### config.mk
export PLATFORM = sky130hd
export DESIGN_NAME = control_unit_flat
export DESIGN_NICKNAME = d
export VERILOG_FILES = /design/src/rtl/cpu_pkg.sv /design/src/rtl/control_unit_if.sv /design/src/rtl/opcode_decoder.sv /design/src/rtl/control_unit.sv /design/src/flat_wrapper.sv
export SDC_FILE = /design/constraint.sdc
export NUM_CORES = 1
export LEC_CHECK = 0
export ABC_AREA = 1
export CORE_MARGIN = 2
export CORE_UTILIZATION = 30
export CTS_CLUSTER_DIAMETER = 50
export DETAILED_ROUTE_END_ITERATION = 6
export GPL_TIMING_DRIVEN = 0
export PLACE_DENSITY_LB_ADDON = 0.3
export SLEW_MARGIN = 30
export SYNTH_ARGS = -nofsm -noshare
export SYNTH_HDL_FRONTEND = slang
export SYNTH_SLANG_ARGS = --single-unit
### constraint.sdc
create_clock -name clk -period 1.75 [get_ports clk]
set_clock_uncertainty 0.15 [all_clocks]
set_input_delay 0.175 -clock clk [delete_from_list [all_inputs] [get_ports clk]]
set_output_delay 0.175 -clock clk [all_outputs]
set_load 0.05 [all_outputs]
### src/rtl/cpu_pkg.sv
// ============================================================================
// cpu_pkg : shared constants and types for the accumulator CPU microsequencer
// Rev 1.0
// ============================================================================
`default_nettype none

package cpu_pkg;

  localparam int CW   = 25;
  localparam int OPW  = 8;
  localparam int ALUW = 4;

  localparam int CB_PC_INC   = 0;
  localparam int CB_PC_LD    = 1;
  localparam int CB_MAR_PC   = 2;
  localparam int CB_MAR_MBR  = 3;
  localparam int CB_MEM_RD   = 4;
  localparam int CB_MEM_WR   = 5;
  localparam int CB_MBR_ACC  = 6;
  localparam int CB_BR_MBR   = 7;
  localparam int CB_ACC_ALU  = 9;
  localparam int CB_IR_LD    = 11;
  localparam int CB_ALU_LSB  = 12;
  localparam int CB_HALT_IND = 16;

  localparam logic [ALUW-1:0] ALU_NOP   = 4'd0;
  localparam logic [ALUW-1:0] ALU_ADD   = 4'd1;
  localparam logic [ALUW-1:0] ALU_SUB   = 4'd2;
  localparam logic [ALUW-1:0] ALU_AND   = 4'd3;
  localparam logic [ALUW-1:0] ALU_OR    = 4'd4;
  localparam logic [ALUW-1:0] ALU_NOT   = 4'd5;
  localparam logic [ALUW-1:0] ALU_SHR   = 4'd6;
  localparam logic [ALUW-1:0] ALU_SHL   = 4'd7;
  localparam logic [ALUW-1:0] ALU_PASSB = 4'd8;

  localparam logic [OPW-1:0] OP_STORE = 8'h01;
  localparam logic [OPW-1:0] OP_LOAD  = 8'h02;
  localparam logic [OPW-1:0] OP_ADD   = 8'h03;
  localparam logic [OPW-1:0] OP_SUB   = 8'h04;
  localparam logic [OPW-1:0] OP_JGEZ  = 8'h05;
  localparam logic [OPW-1:0] OP_JMP   = 8'h06;
  localparam logic [OPW-1:0] OP_HALT  = 8'h07;
  localparam logic [OPW-1:0] OP_AND   = 8'h09;
  localparam logic [OPW-1:0] OP_OR    = 8'h0A;
  localparam logic [OPW-1:0] OP_NOT   = 8'h0B;
  localparam logic [OPW-1:0] OP_SHR   = 8'h0C;
  localparam logic [OPW-1:0] OP_SHL   = 8'h0D;

  typedef enum logic [3:0] {
    S_F0   = 4'd0,
    S_F1   = 4'd1,
    S_F2   = 4'd2,
    S_D0   = 4'd3,
    S_EM   = 4'd4,
    S_EW   = 4'd5,
    S_EB   = 4'd6,
    S_EA   = 4'd7,
    S_HALT = 4'd8
  } state_t;

  // CLS_MEM covers every instruction that reads an operand and then uses the ALU
  typedef enum logic [2:0] {
    CLS_NOP   = 3'd0,
    CLS_MEM   = 3'd1,
    CLS_STORE = 3'd2,
    CLS_JMP   = 3'd3,
    CLS_JGEZ  = 3'd4,
    CLS_ALU1  = 3'd5,
    CLS_HALT  = 3'd6
  } iclass_t;

endpackage

`default_nettype wire

### src/rtl/control_unit_if.sv
// ============================================================================
// control_unit_if : opcode/status inputs and control word outputs of the sequencer
// Rev 1.0
// ============================================================================
`default_nettype none

interface control_unit_if;
  import cpu_pkg::*;

  logic [OPW-1:0] IRout;
  logic           acc_neg;
  logic           mem_ready;
  logic [CW-1:0]  control;
  logic           halted;

  modport master (
    output IRout,
    output acc_neg,
    output mem_ready,
    input  control,
    input  halted
  );

  modport slave (
    input  IRout,
    input  acc_neg,
    input  mem_ready,
    output control,
    output halted
  );

endinterface

`default_nettype wire

### src/rtl/opcode_decoder.sv
// ============================================================================
// opcode_decoder : maps the IR opcode to an instruction class and ALU operation
// Rev 1.0
// ============================================================================
`default_nettype none

module opcode_decoder
  import cpu_pkg::*;
(
  input  logic [OPW-1:0]  opcode,
  output iclass_t         iclass,
  output logic [ALUW-1:0] alu_op
);

  always_comb begin
    iclass = CLS_NOP;
    alu_op = ALU_NOP;
    case (opcode)
      OP_STORE: iclass = CLS_STORE;
      OP_LOAD:  begin iclass = CLS_MEM;  alu_op = ALU_PASSB; end
      OP_ADD:   begin iclass = CLS_MEM;  alu_op = ALU_ADD;   end
      OP_SUB:   begin iclass = CLS_MEM;  alu_op = ALU_SUB;   end
      OP_AND:   begin iclass = CLS_MEM;  alu_op = ALU_AND;   end
      OP_OR:    begin iclass = CLS_MEM;  alu_op = ALU_OR;    end
      OP_JGEZ:  iclass = CLS_JGEZ;
      OP_JMP:   iclass = CLS_JMP;
      OP_HALT:  iclass = CLS_HALT;
      OP_NOT:   begin iclass = CLS_ALU1; alu_op = ALU_NOT;   end
      OP_SHR:   begin iclass = CLS_ALU1; alu_op = ALU_SHR;   end
      OP_SHL:   begin iclass = CLS_ALU1; alu_op = ALU_SHL;   end
      default:  begin iclass = CLS_NOP;  alu_op = ALU_NOP;   end
    endcase
  end

endmodule

`default_nettype wire

### src/rtl/control_unit.sv
// ============================================================================
// control_unit : fetch/decode/execute microsequencer producing the CPU control word
// Rev 1.0
// ============================================================================
`default_nettype none

module control_unit
  import cpu_pkg::*;
(
  input  logic          clk,
  input  logic          rst,
  control_unit_if.slave bus
);

  state_t          state;
  iclass_t         iclass;
  logic [ALUW-1:0] alu_op;
  logic [CW-1:0]   ctl;

  opcode_decoder u_dec (
    .opcode (bus.IRout),
    .iclass (iclass),
    .alu_op (alu_op)
  );

  always_ff @(posedge clk) begin
    if (rst) begin
      state <= S_F0;
    end else begin
      case (state)
        S_F0: state <= S_F1;
        S_F1: if (bus.mem_ready) state <= S_F2;
        S_F2: state <= S_D0;
        S_D0: begin
          case (iclass)
            CLS_MEM, CLS_STORE: state <= S_EM;
            CLS_HALT:           state <= S_HALT;
            default:            state <= S_F0;
          endcase
        end
        // STORE spends EM moving ACC into MBR, so it never waits here
        S_EM: begin
          if (iclass == CLS_STORE)  state <= S_EW;
          else if (bus.mem_ready)   state <= S_EB;
        end
        S_EW:   if (bus.mem_ready) state <= S_F0;
        S_EB:   state <= S_EA;
        S_EA:   state <= S_F0;
        S_HALT: state <= S_HALT;
        default: state <= S_F0;
      endcase
    end
  end

  always_comb begin
    ctl = '0;
    if (!rst) begin
      case (state)
        S_F0: ctl[CB_MAR_PC] = 1'b1;
        S_F1: begin
          ctl[CB_MEM_RD] = 1'b1;
          ctl[CB_PC_INC] = bus.mem_ready;
        end
        S_F2: ctl[CB_IR_LD] = 1'b1;
        S_D0: begin
          case (iclass)
            CLS_MEM, CLS_STORE: ctl[CB_MAR_MBR] = 1'b1;
            CLS_JMP:            ctl[CB_PC_LD]   = 1'b1;
            CLS_JGEZ:           ctl[CB_PC_LD]   = ~bus.acc_neg;
            CLS_ALU1: begin
              ctl[CB_ALU_LSB +: ALUW] = alu_op;
              ctl[CB_ACC_ALU]         = 1'b1;
            end
            default: ctl = '0;
          endcase
        end
        S_EM: begin
          if (iclass == CLS_STORE) ctl[CB_MBR_ACC] = 1'b1;
          else                     ctl[CB_MEM_RD]  = 1'b1;
        end
        S_EW: ctl[CB_MEM_WR] = 1'b1;
        S_EB: ctl[CB_BR_MBR] = 1'b1;
        S_EA: begin
          ctl[CB_ALU_LSB +: ALUW] = alu_op;
          ctl[CB_ACC_ALU]         = 1'b1;
        end
        S_HALT: ctl[CB_HALT_IND] = 1'b1;
        default: ctl = '0;
      endcase
    end
  end

  assign bus.control = ctl;
  assign bus.halted  = (state == S_HALT) && !rst;

endmodule

`default_nettype wire
### src/flat_wrapper.sv
// flat-port wrapper written by rule: the top's interface ports become plain ports
module control_unit_flat import cpu_pkg::*;
  (clk, rst, bus_IRout, bus_acc_neg, bus_mem_ready, bus_control, bus_halted);
  control_unit_if bus_i ();
  input  logic clk;
  input  logic rst;
  input wire logic [$bits(bus_i.IRout)-1:0] bus_IRout;
  input wire logic [$bits(bus_i.acc_neg)-1:0] bus_acc_neg;
  input wire logic [$bits(bus_i.mem_ready)-1:0] bus_mem_ready;
  output wire logic [$bits(bus_i.control)-1:0] bus_control;
  output wire logic [$bits(bus_i.halted)-1:0] bus_halted;
  assign bus_i.IRout = bus_IRout;
  assign bus_i.acc_neg = bus_acc_neg;
  assign bus_i.mem_ready = bus_mem_ready;
  assign bus_control = bus_i.control;
  assign bus_halted = bus_i.halted;
  control_unit u_core (.clk(clk), .rst(rst), .bus(bus_i));
endmodule
== Word level (Yosys, flattened, before mapping) ==
Cells that the tools add are included.

* Flip-flop bits (word level): 4

* Bitwise operators: 1
* Multiplexer cells: 27
* Equal/unequal tests: 29
* Reductions and logical operators: 7

{| class="wikitable"
|+ Operators by type and width
! cell !! count
|-
| $pmux W4 S8 || 2
|-
| $eq A8 B4 Y1 const B || 5
|-
| $eq A8 B3 Y1 const B || 4
|-
| $mux W4 || 5
|-
| $pmux W3 S6 || 1
|-
| $mux W17 || 1
|-
| $eq A4 B3 Y1 const B || 4
|-
| $eq A8 B2 Y1 const B || 2
|-
| $pmux W4 S2 || 2
|-
| $mux W1 || 13
|-
| $eq A3 B3 Y1 const B || 3
|-
| $eq A4 B2 Y1 const B || 2
|-
| $eq A8 B1 Y1 const B || 1
|-
| $eq A3 B2 Y1 const B || 2
|-
| $pmux W1 S2 || 3
|-
| $reduce_or A5 Y1 || 1
|-
| $eq A4 B1 Y1 const B || 1
|-
| $eq A4 B4 Y1 const B || 1
|-
| $logic_not A4 Y1 || 1
|-
| $ne A2 B2 Y1 const B || 2
|-
| $eq A3 B1 Y1 const B || 1
|-
| $ne A3 B2 Y1 const B || 1
|-
| $reduce_and A3 Y1 || 1
|-
| $reduce_or A3 Y1 || 1
|-
| 4 further kinds || 4
|}

== Longest topological paths before layout ==
Gate-level depths: netlist (run 1).

* Depth in word-level cells: 8
* Mapped depth: 11
* Gate-level depth less buffers: 11

== By module ==
From an unflattened synthesis (run 1), not the netlist that was laid out.

* Cell total of the unflattened synthesis: 142
* Area total of the unflattened synthesis: 734.5 µm²

{| class="wikitable"
|+ Modules (own cells, without submodules)
! module !! cells an instance !! area each (µm²) !! seq. area each (µm²) !! times used
|-
| control_unit || 88 || 481.7 || 80.1 || 1
|-
| opcode_decoder || 54 || 252.7 || 0.0 || 1
|}

== Least setup slack after synthesis (run 1) ==
OpenSTA, ideal clock, no wires.

* Kind: input to output
* From: input port bus_IRout[7]
* To: output port bus_control[6]
* Cell stages on the path: 5
* Arrival: 2.079 ns
* Setup slack: -0.654 ns
* Path buffers: 0
* Cells stage by stage: nor2_2 nand2_2 nor2_4 inv_2 nor4_1

* Longest elaborated chain between the ends: 7

{| class="wikitable"
|+ Ends and longest elaborated chain
! what !! line !! source
|-
| from (decl) || flat_wrapper.sv:7 || <nowiki>input wire logic [$bits(bus_i.IRout)-1:0] bus_IRout;</nowiki>
|-
| $eq A8 B4 Y1 (tied with other cells) || opcode_decoder.sv:18 || <nowiki>case (opcode)</nowiki>
|-
| $reduce_or A5 Y1 (no line) / $reduce_or A3 Y1 (equally long branches) || n/a ||
|-
| $pmux W3 S6 * || opcode_decoder.sv:18 ||
|-
| $eq A3 B2 Y1 * || control_unit.sv:78 || <nowiki>if (iclass == CLS_STORE) ctl[CB_MBR_ACC] = 1'b1;</nowiki>
|-
| $mux W1 * || control_unit.sv:78 ||
|-
| $mux W1 * || n/a ||
|-
| $mux W17 * || control_unit.sv:57 || <nowiki>if (!rst) begin</nowiki>
|-
| to (decl) || flat_wrapper.sv:10 || <nowiki>output wire logic [$bits(bus_i.control)-1:0] bus_control;</nowiki>
|}

Every way passes the cells marked *; elsewhere a longest branch is shown, timed or not.

== Worst setup path after layout (run 1) ==
* From: register u_core.state[2]
* To: output port bus_control[14]

* Longest elaborated chain between the ends: 3

{| class="wikitable"
|+ Ends and longest elaborated chain
! what !! line !! source
|-
| from (decl) || control_unit.sv:15 || <nowiki>state_t state;</nowiki>
|-
| from (signal assigned) || control_unit.sv:28 || <nowiki>state <= S_F0;</nowiki>
|-
| from (signal assigned) || control_unit.sv:31 || <nowiki>S_F0: state <= S_F1;</nowiki>
|-
| from (signal assigned) || control_unit.sv:32 || <nowiki>S_F1: if (bus.mem_ready) state <= S_F2;</nowiki>
|-
| $eq A4 B3 Y1 / $eq A4 B2 Y1 (equally long branches) || control_unit.sv:58 || <nowiki>case (state)</nowiki>
|-
| $pmux W4 S2 * || control_unit.sv:58 ||
|-
| $mux W17 * || control_unit.sv:57 ||
|}

Marked as above.

==> results of run 1 <==
## worst max-delay path by stage
stage | startpoint | endpoint | slack (ps)
after CTS | u_core.state[3] | bus_control[14] | -40
after floorplan | u_core.state[0] | bus_control[5] | -200
after global routing | u_core.state[2] | bus_control[14] | -90
after detailed placement | bus_IRout[1] | bus_control[14] | -1030
after global placement | bus_IRout[1] | bus_control[14] | -1020
final | u_core.state[2] | bus_control[14] | -30
## cells by family (layout without fill, tap and decap cells)
logic type	after synthesis	count (layout)	share of synthesized area
buffers and inverters	37	75	0.253
and+or+nand+nor	79	79	0.512
DFF	4	4	0.111
AOI/OAI and AO/OA	14	14	0.118
other	1	10	0.00520
## area by class of cell
cell class,count,area (um2)
Fill cell,224,957
Multi-Input combinational cell,103,638
Timing Repair Buffer,35,299
Inverter,25,101
Sequential cell,4,90.1
Buffer,12,90.1
Tap cell,28,35.0
Clock buffer,3,22.5
## metal layers
layer	part of all wire	vias to the layer above
met3	0.080	5
li1	-	495
met2	0.50	46
met1	0.40	425
met5	0	-
met4	0.015	0
## where the power goes
group          switching [uW]  internal (uW)
clock                    41.9           76.9
sequential               46.4            136
combinational             462            214
total                     551            427
## per-stage QoR
stage | power [uW] | setup WS (ps) | area (um2) | util
floorplan | 601 | -204 | 803 | -
global placement | 738 | -1020 | 1110 | 0.496
detailed placement | 752 | -1030 | 1110 | 0.496
CTS | 904 | -40.3 | 1240 | 0.555
global route | 1040 | -91.6 | 1280 | 0.571
finish | 977 | -26.5 | 1280 | 0.571
## cells in the final DEF (no fill, tap or decap), types with 4 or more instances in the layout
cell type  synthesis  routed
buf_2              0       6
nand3_1            5       5
nor2_2             4       9
a21oi_2            1       4
inv_2              3       8
conb_1             1      10
clkbuf_2           0       4
inv_1             20      15
buf_4             11      21
nand2_1           23      19
nand4_1            4       4
clkbuf_4           0       4
nor2_4             1       8
nor3_2             0       4
nand2_2            5       7
buf_6              0      10
nor2_1            28      16
## tightest hold or removal path, cell delays in order
cell and delay (ps):
buf_2 140, nand2_2 80, inv_4 50, nand4_1 100
a21oi_1 70
## repair_timing
action,CTS,global route
resized for setup,134,42
setup buffers,8,0
endpoints found under the setup margin,16,14
pin swaps,10,10
cloned,0,0
==> metrics.txt, run 1 <==
# TYPE chip_impl_metric gauge
chip_impl_info{name="worst_path_most_repeated_cell",value="nor2_4"} 1
chip_impl_info{name="ctsRootBufferMaster",value="clkbuf_4"} 1
chip_impl_metric{name="numPortBuffers",unit=""} 27
chip_impl_metric{name="numCtsBuffers",unit=""} 3
chip_impl_metric{name="die-height",unit="um"} 53.0
chip_impl_metric{name="timing.final.ws_setup",unit="ps"} -26.5
chip_impl_metric{name="synth_cell_type_count",unit=""} 25
chip_impl_info{name="largest_register",value="u_core.state"} 1
chip_impl_metric{name="hold_ws",unit="ps"} 255
chip_impl_metric{name="yosys_register_bits",unit=""} 4
chip_impl_metric{name="n_antenna_cell",unit=""} 0
chip_impl_metric{name="max_reg_flops",unit=""} 4
chip_impl_metric{name="synthArstFlopShare",unit=""} 0
chip_impl_info{name="synth_most_common_cell",value="nor2_1"} 1
chip_impl_metric{name="final_period_minus_worst_setup_slack",unit="ps"} 1780
chip_impl_metric{name="cp.depth",unit=""} 8
chip_impl_info{name="min_from",value="bus_IRout[0]"} 1
chip_impl_info{name="timing.critical_path.from_type",value="flop"} 1
chip_impl_info{name="cp_cell_sequence",value="nor2_4 -> inv_2 -> nor2_4 -> nand2_2 -> o21ai_2 -> nand2_4 -> a31oi_4 -> buf_6"} 1
chip_impl_metric{name="drive_gt1_frac",unit=""} 0.549
chip_impl_metric{name="synth.avg_cell_area",unit="um2"} 5.34
chip_impl_metric{name="syn2layout_area_growth",unit="%"} 77.1
chip_impl_metric{name="synth-edff-count",unit=""} 0
chip_impl_info{name="crit_path_top_delay_cell",value="dfxtp_4"} 1
chip_impl_metric{name="required",unit="ps"} 1420
chip_impl_metric{name="detail_route.drc_violations",unit=""} 0
chip_impl_info{name="yosys_most_used_dff",value="dfxtp_1"} 1
chip_impl_metric{name="power_per_cell_area",unit="nW/um2"} 766
chip_impl_metric{name="worst_ir_drop_vdd",unit="mV"} 0.556
chip_impl_metric{name="critPathMaxFanout",unit=""} 5
chip_impl_info{name="biggest_regs",value="u_core.state x4"} 1
chip_impl_metric{name="yosys_warnings",unit=""} 0
chip_impl_metric{name="grt_pass1_wl",unit="mm"} 3.65
chip_impl_metric{name="grtUsageTotal",unit=""} 0.173
chip_impl_metric{name="max_cap_violations",unit=""} 0
chip_impl_metric{name="globalRouteOverflowTotal",unit=""} 0
chip_impl_metric{name="critical_path_buf_inv_count",unit=""} 2
chip_impl_metric{name="cts.sinks",unit=""} 4
chip_impl_metric{name="total_leakage_power",unit="uW"} 0.000671
chip_impl_info{name="worstHoldPathType",value="in -> reg"} 1
chip_impl_metric{name="grt_start_max_net_pins",unit=""} 11
chip_impl_metric{name="clkLatencyLatePin",unit="ps"} 240
chip_impl_info{name="reg2reg_from",value="u_core.state[1]"} 1
chip_impl_metric{name="holdPathStages",unit=""} 5
chip_impl_metric{name="num_vias",unit=""} 971
chip_impl_info{name="reg2reg_to",value="u_core.state[0]"} 1
chip_impl_metric{name="max-clock-path-buffers",unit=""} 2
chip_impl_metric{name="placed_cells_incl_taps",unit=""} 199
chip_impl_info{name="synthDominantAreaCellType",value="nor2_1"} 1
chip_impl_metric{name="timing.fmax",unit="GHz"} 0.563
chip_impl_metric{name="firstDrtPassIters",unit=""} 4
chip_impl_info{name="crit_family",value="simple AND/OR/NAND/NOR gates"} 1
chip_impl_metric{name="postRouteWirelength",unit="mm"} 2.34
chip_impl_info{name="grt_setup_unrepaired",value="true"} 1
chip_impl_metric{name="route.antenna.remaining_nets",unit=""} 0
chip_impl_metric{name="antenna_found_initial",unit=""} 0
chip_impl_metric{name="detail_route.iter0.violations",unit=""} 21
chip_impl_metric{name="cp_slowest_stage_delay",unit="ps"} 350
chip_impl_metric{name="cts-htree-levels",unit=""} 1
chip_impl_metric{name="worst-endpoint-arrival",unit="ps"} 1450
chip_impl_metric{name="ys_seq_area_frac",unit=""} 0.111
chip_impl_metric{name="global_routing_usage_on_met3",unit=""} 0.0311
chip_impl_metric{name="grt_pass1_vias",unit=""} 845
chip_impl_info{name="synth.area.top_cells",value="nor2_1 15%, nand2_1 12%, buf_4 11%, dfxtp_1 11%, inv_1 10%"} 1
chip_impl_info{name="path_class",value="reg -> out"} 1
chip_impl_metric{name="clk_transition_reported_paths",unit="ps"} 40
chip_impl_info{name="cts_tree",value="yes"} 1
chip_impl_metric{name="synthesis.area",unit="um2"} 721
chip_impl_metric{name="die_width",unit="um"} 53.0
chip_impl_metric{name="die_footprint",unit="um2"} 2810
chip_impl_metric{name="cts.hold.buffers_added",unit=""} 0
chip_impl_info{name="ys_top_cells_by_count",value="28 x nor2_1, 23 x nand2_1, 20 x inv_1, 11 x buf_4"} 1
chip_impl_metric{name="finalHoldViolCount",unit=""} 0
chip_impl_metric{name="nets",unit=""} 196
chip_impl_metric{name="route.detailed.wl_per_inst",unit="um"} 11.1
chip_impl_metric{name="placeableCoreArea",unit="um2"} 2230
chip_impl_metric{name="stdcell_count",unit=""} 210
chip_impl_info{name="global_route.peak_usage_layer",value="met2"} 1
chip_impl_metric{name="totalNegativeSetupSlack",unit="ps"} -26.5
chip_impl_metric{name="max_slew_violation_count",unit=""} 0
chip_impl_info{name="run_status",value="finished, violations left"} 1
chip_impl_info{name="timing.hold.worst_endpoint",value="u_core.state[3]"} 1
chip_impl_metric{name="layout_worst_path_cycle_share",unit=""} 1.02
chip_impl_metric{name="placement_rows",unit=""} 17
chip_impl_metric{name="ioPinCount",unit=""} 38
chip_impl_metric{name="hpwlAfterDp",unit="mm"} 1.57
chip_impl_metric{name="r2r_slack",unit="ps"} 320
chip_impl_metric{name="globalplace.congestion",unit=""} 0.897
chip_impl_info{name="worstSetupEndpointType",value="output pin"} 1
chip_impl_metric{name="r2r_cells",unit=""} 7
chip_impl_metric{name="area_share_of_the_leading_cell_type_in_the_synthesized_netlist",unit=""} 0.146
chip_impl_metric{name="route.detailed.vias_per_inst",unit=""} 4.62
chip_impl_metric{name="synthesis.instances",unit=""} 135
chip_impl_metric{name="initial_core_util",unit=""} 0.323
chip_impl_info{name="violated_checks",value="setup timing"} 1
chip_impl_metric{name="gr-usage-met2",unit=""} 0.283
chip_impl_metric{name="grt_util_met1",unit=""} 0.228
chip_impl_metric{name="setup_viol",unit=""} 1
Power figures use the tool's default switching activity.
==> inputs of run 2 (changes only) <==
--- a/config.mk
+++ b/config.mk
@@ -12,7 +12,7 @@
 export DETAILED_ROUTE_END_ITERATION = 6
 export GPL_TIMING_DRIVEN = 0
 export PLACE_DENSITY_LB_ADDON = 0.3
-export SLEW_MARGIN = 30
+export SLEW_MARGIN = 20
 export SYNTH_ARGS = -nofsm -noshare
 export SYNTH_HDL_FRONTEND = slang
 export SYNTH_SLANG_ARGS = --single-unit
==> results of run 2 <==
Same layout as run 1: the final DEF is identical, and so are final timing and power.
==> inputs of run 3 (changes only) <==
--- a/config.mk
+++ b/config.mk
@@ -7,7 +7,7 @@
 export LEC_CHECK = 0
 export ABC_AREA = 1
 export CORE_MARGIN = 2
-export CORE_UTILIZATION = 30
+export CORE_UTILIZATION = 26
 export CTS_CLUSTER_DIAMETER = 50
 export DETAILED_ROUTE_END_ITERATION = 6
 export GPL_TIMING_DRIVEN = 0
==> metrics.txt, run 3 (synthesis results as in run 1) <==
# TYPE chip_impl_metric gauge
chip_impl_metric{name="firstDrtPassIters",unit=""} 4
chip_impl_metric{name="timing.fmax",unit="GHz"} 0.569
chip_impl_metric{name="internal_power",unit="uW"} 439
chip_impl_info{name="worstHoldPathType",value="in -> reg"} 1
chip_impl_metric{name="total_leakage_power",unit="uW"} 0.000668
chip_impl_metric{name="grtUsageTotal",unit=""} 0.139
chip_impl_metric{name="max_slew_violation_count",unit=""} 0
chip_impl_metric{name="r2r_slack",unit="ps"} 380
chip_impl_metric{name="required",unit="ps"} 1420
chip_impl_metric{name="grt_pass1_wl",unit="mm"} 3.59
chip_impl_metric{name="finalHoldViolCount",unit=""} 0
chip_impl_metric{name="cts.sinks",unit=""} 4
chip_impl_metric{name="die-height",unit="um"} 56.7
chip_impl_metric{name="power_per_cell_area",unit="nW/um2"} 763
chip_impl_metric{name="setup_viol",unit=""} 1
chip_impl_metric{name="layout_worst_path_cycle_share",unit=""} 1.00
chip_impl_info{name="biggest_regs",value="u_core.state x4"} 1
chip_impl_metric{name="placeableCoreArea",unit="um2"} 2690
chip_impl_metric{name="finalPower",unit="uW"} 978
chip_impl_metric{name="clkLatencyLatePin",unit="ps"} 240
chip_impl_metric{name="antenna_found_initial",unit=""} 0
chip_impl_metric{name="detail_route.drc_violations",unit=""} 0
chip_impl_metric{name="die_width",unit="um"} 56.7
chip_impl_metric{name="worst_ir_drop_vdd",unit="mV"} 0.756
chip_impl_info{name="grt_setup_unrepaired",value="true"} 1
chip_impl_metric{name="fin_area",unit="um2"} 1280
chip_impl_metric{name="timing.final.ws_setup",unit="ps"} -7.75
chip_impl_metric{name="hpwlAfterDp",unit="mm"} 1.61
chip_impl_metric{name="hold_ws",unit="ps"} 196
chip_impl_metric{name="route.detailed.vias_per_inst",unit=""} 4.57
chip_impl_info{name="commonest_non_fill_non_tap_cells_in_the_layout",value="22 x buf_4, 15 x nand2_1, 14 x inv_1, 14 x nor2_1, 12 x nand2_2"} 1
chip_impl_info{name="cts_tree",value="yes"} 1
chip_impl_metric{name="max-clock-path-buffers",unit=""} 2
chip_impl_metric{name="route.detailed.wl_per_inst",unit="um"} 10.1
chip_impl_metric{name="n_antenna_cell",unit=""} 0
chip_impl_info{name="path_class",value="reg -> out"} 1
chip_impl_metric{name="globalRouteOverflowTotal",unit=""} 0
chip_impl_metric{name="numCtsBuffers",unit=""} 3
chip_impl_metric{name="drive_gt1_frac",unit=""} 0.587
chip_impl_metric{name="grt_pass1_vias",unit=""} 927
chip_impl_metric{name="numPortBuffers",unit=""} 27
chip_impl_metric{name="seqPwrFrac",unit=""} 0.187
chip_impl_metric{name="max_cap_violations",unit=""} 0
chip_impl_metric{name="num_vias",unit=""} 982
chip_impl_info{name="largest_register",value="u_core.state"} 1
chip_impl_metric{name="grt_start_max_net_pins",unit=""} 11
chip_impl_info{name="violated_checks",value="setup timing"} 1
chip_impl_metric{name="dpl_cell_area",unit="um2"} 1110
chip_impl_metric{name="postRouteWirelength",unit="mm"} 2.17
chip_impl_metric{name="power_switching",unit="uW"} 539
chip_impl_metric{name="syn2layout_area_growth",unit="%"} 78.0
chip_impl_metric{name="detail_route.iter0.violations",unit=""} 10
chip_impl_metric{name="cp_slowest_stage_delay",unit="ps"} 350
chip_impl_info{name="ctsRootBufferMaster",value="clkbuf_4"} 1
chip_impl_metric{name="cts-htree-levels",unit=""} 1
chip_impl_metric{name="nets",unit=""} 198
chip_impl_metric{name="final_period_minus_worst_setup_slack",unit="ps"} 1760
chip_impl_info{name="crit_path_top_delay_cell",value="dfxtp_4"} 1
chip_impl_metric{name="placement_rows",unit=""} 19
chip_impl_metric{name="max_reg_flops",unit=""} 4
chip_impl_metric{name="route.antenna.remaining_nets",unit=""} 0
chip_impl_metric{name="worst-endpoint-arrival",unit="ps"} 1430
chip_impl_info{name="worstSetupEndpointType",value="output pin"} 1
chip_impl_metric{name="initial_core_util",unit=""} 0.268
chip_impl_metric{name="ioPinCount",unit=""} 38
chip_impl_info{name="mostFrequentLayoutCell",value="buf_4"} 1
chip_impl_info{name="run_status",value="finished, violations left"} 1
chip_impl_metric{name="comb_power_share",unit=""} 0.695
chip_impl_metric{name="power.share.switching",unit=""} 0.551
chip_impl_metric{name="utilization",unit=""} 0.477
chip_impl_info{name="timing.critical_path.from_type",value="flop"} 1
chip_impl_metric{name="die_footprint",unit="um2"} 3210
chip_impl_metric{name="totalNegativeSetupSlack",unit="ps"} -7.75
chip_impl_metric{name="clk_transition_reported_paths",unit="ps"} 40
chip_impl_metric{name="globalplace.congestion",unit=""} 0.914
chip_impl_metric{name="critPathMaxFanout",unit=""} 5
chip_impl_info{name="cp_cell_sequence",value="nor2_4 -> inv_2 -> nor2_4 -> nand2_2 -> o21ai_2 -> nand2_2 -> a31oi_2 -> buf_6"} 1
chip_impl_metric{name="share_clk_of_total_power",unit=""} 0.117
run 3: cell count changes in the layout (fill, tap and decap cells not counted), moves of 2 or more:
| cell | delta |
|---|---|
| nand2_1 | -4 |
| nand2_2 | +5 |
| nor2_1 | -2 |
| nor2_2 | +2 |
| nor3_2 | -2 |
run 3: worst paths after layout:
kind | cells after the start | from | to
worst max-delay path | 8 | u_core.state[2] | bus_control[14]
worst min-delay path | 4 | bus_IRout[3] | u_core.state[3]
worst min register to register | 2 | u_core.state[0] | u_core.state[0]
worst max register to register | 9 | u_core.state[1] | u_core.state[2]
run 3: power groups by stage:
stage	clock, uW	sequential, uW	combinational [uW]
global route	132	189	749
global placement	0	157	585
finish	115	183	680
CTS	119	167	628
floorplan	0	147	453
detailed placement	0	158	591
run 3: area by class of cell:
| cell class | instances | area, um2 |
|---|---|---|
| multi-input combinational | 103 | 641 |
| inverter | 25 | 104 |
| timing repair buffer | 37 | 297 |
| sequential | 4 | 90.1 |
| buffer | 12 | 90.1 |
| fill | 297 | 1400 |
| tap | 31 | 38.8 |
| clock buffer | 3 | 22.5 |
run 3: per-layer routing:
metal,up-vias,part of all wire,track usage
li1,503,-,-
met2,38,0.50,0.241
met3,6,0.078,0.0484
met4,0,0.016,0.0306
met1,435,0.41,0.164
met5,-,0,0
run 3: critical path, delay by kind of cell (launching register included):
| family | cells | cell delay [ps] |
|---|---|---|
| buf+inv | 2 | 240 |
| compound gates | 2 | 230 |
| flops | 1 | 350 |
| simple gates | 4 | 370 |
run 3: repair_timing:
action	4_1_cts	5_1_grt
setup endpoints to repair	16	14
resized for setup	142	37
setup buffers	9	1
gates cloned	0	0
pin swaps	13	15
hold buffers	0	0
run 3: through the flow:
stage          std cells  setup WS, ps
3_3_place_gp         202         -1020
2_1_floorplan        144          -204
3_5_place_dp         202         -1030
4_1_cts              214         -45.7
6_report             215         -7.75
5_1_grt              215         -84.9
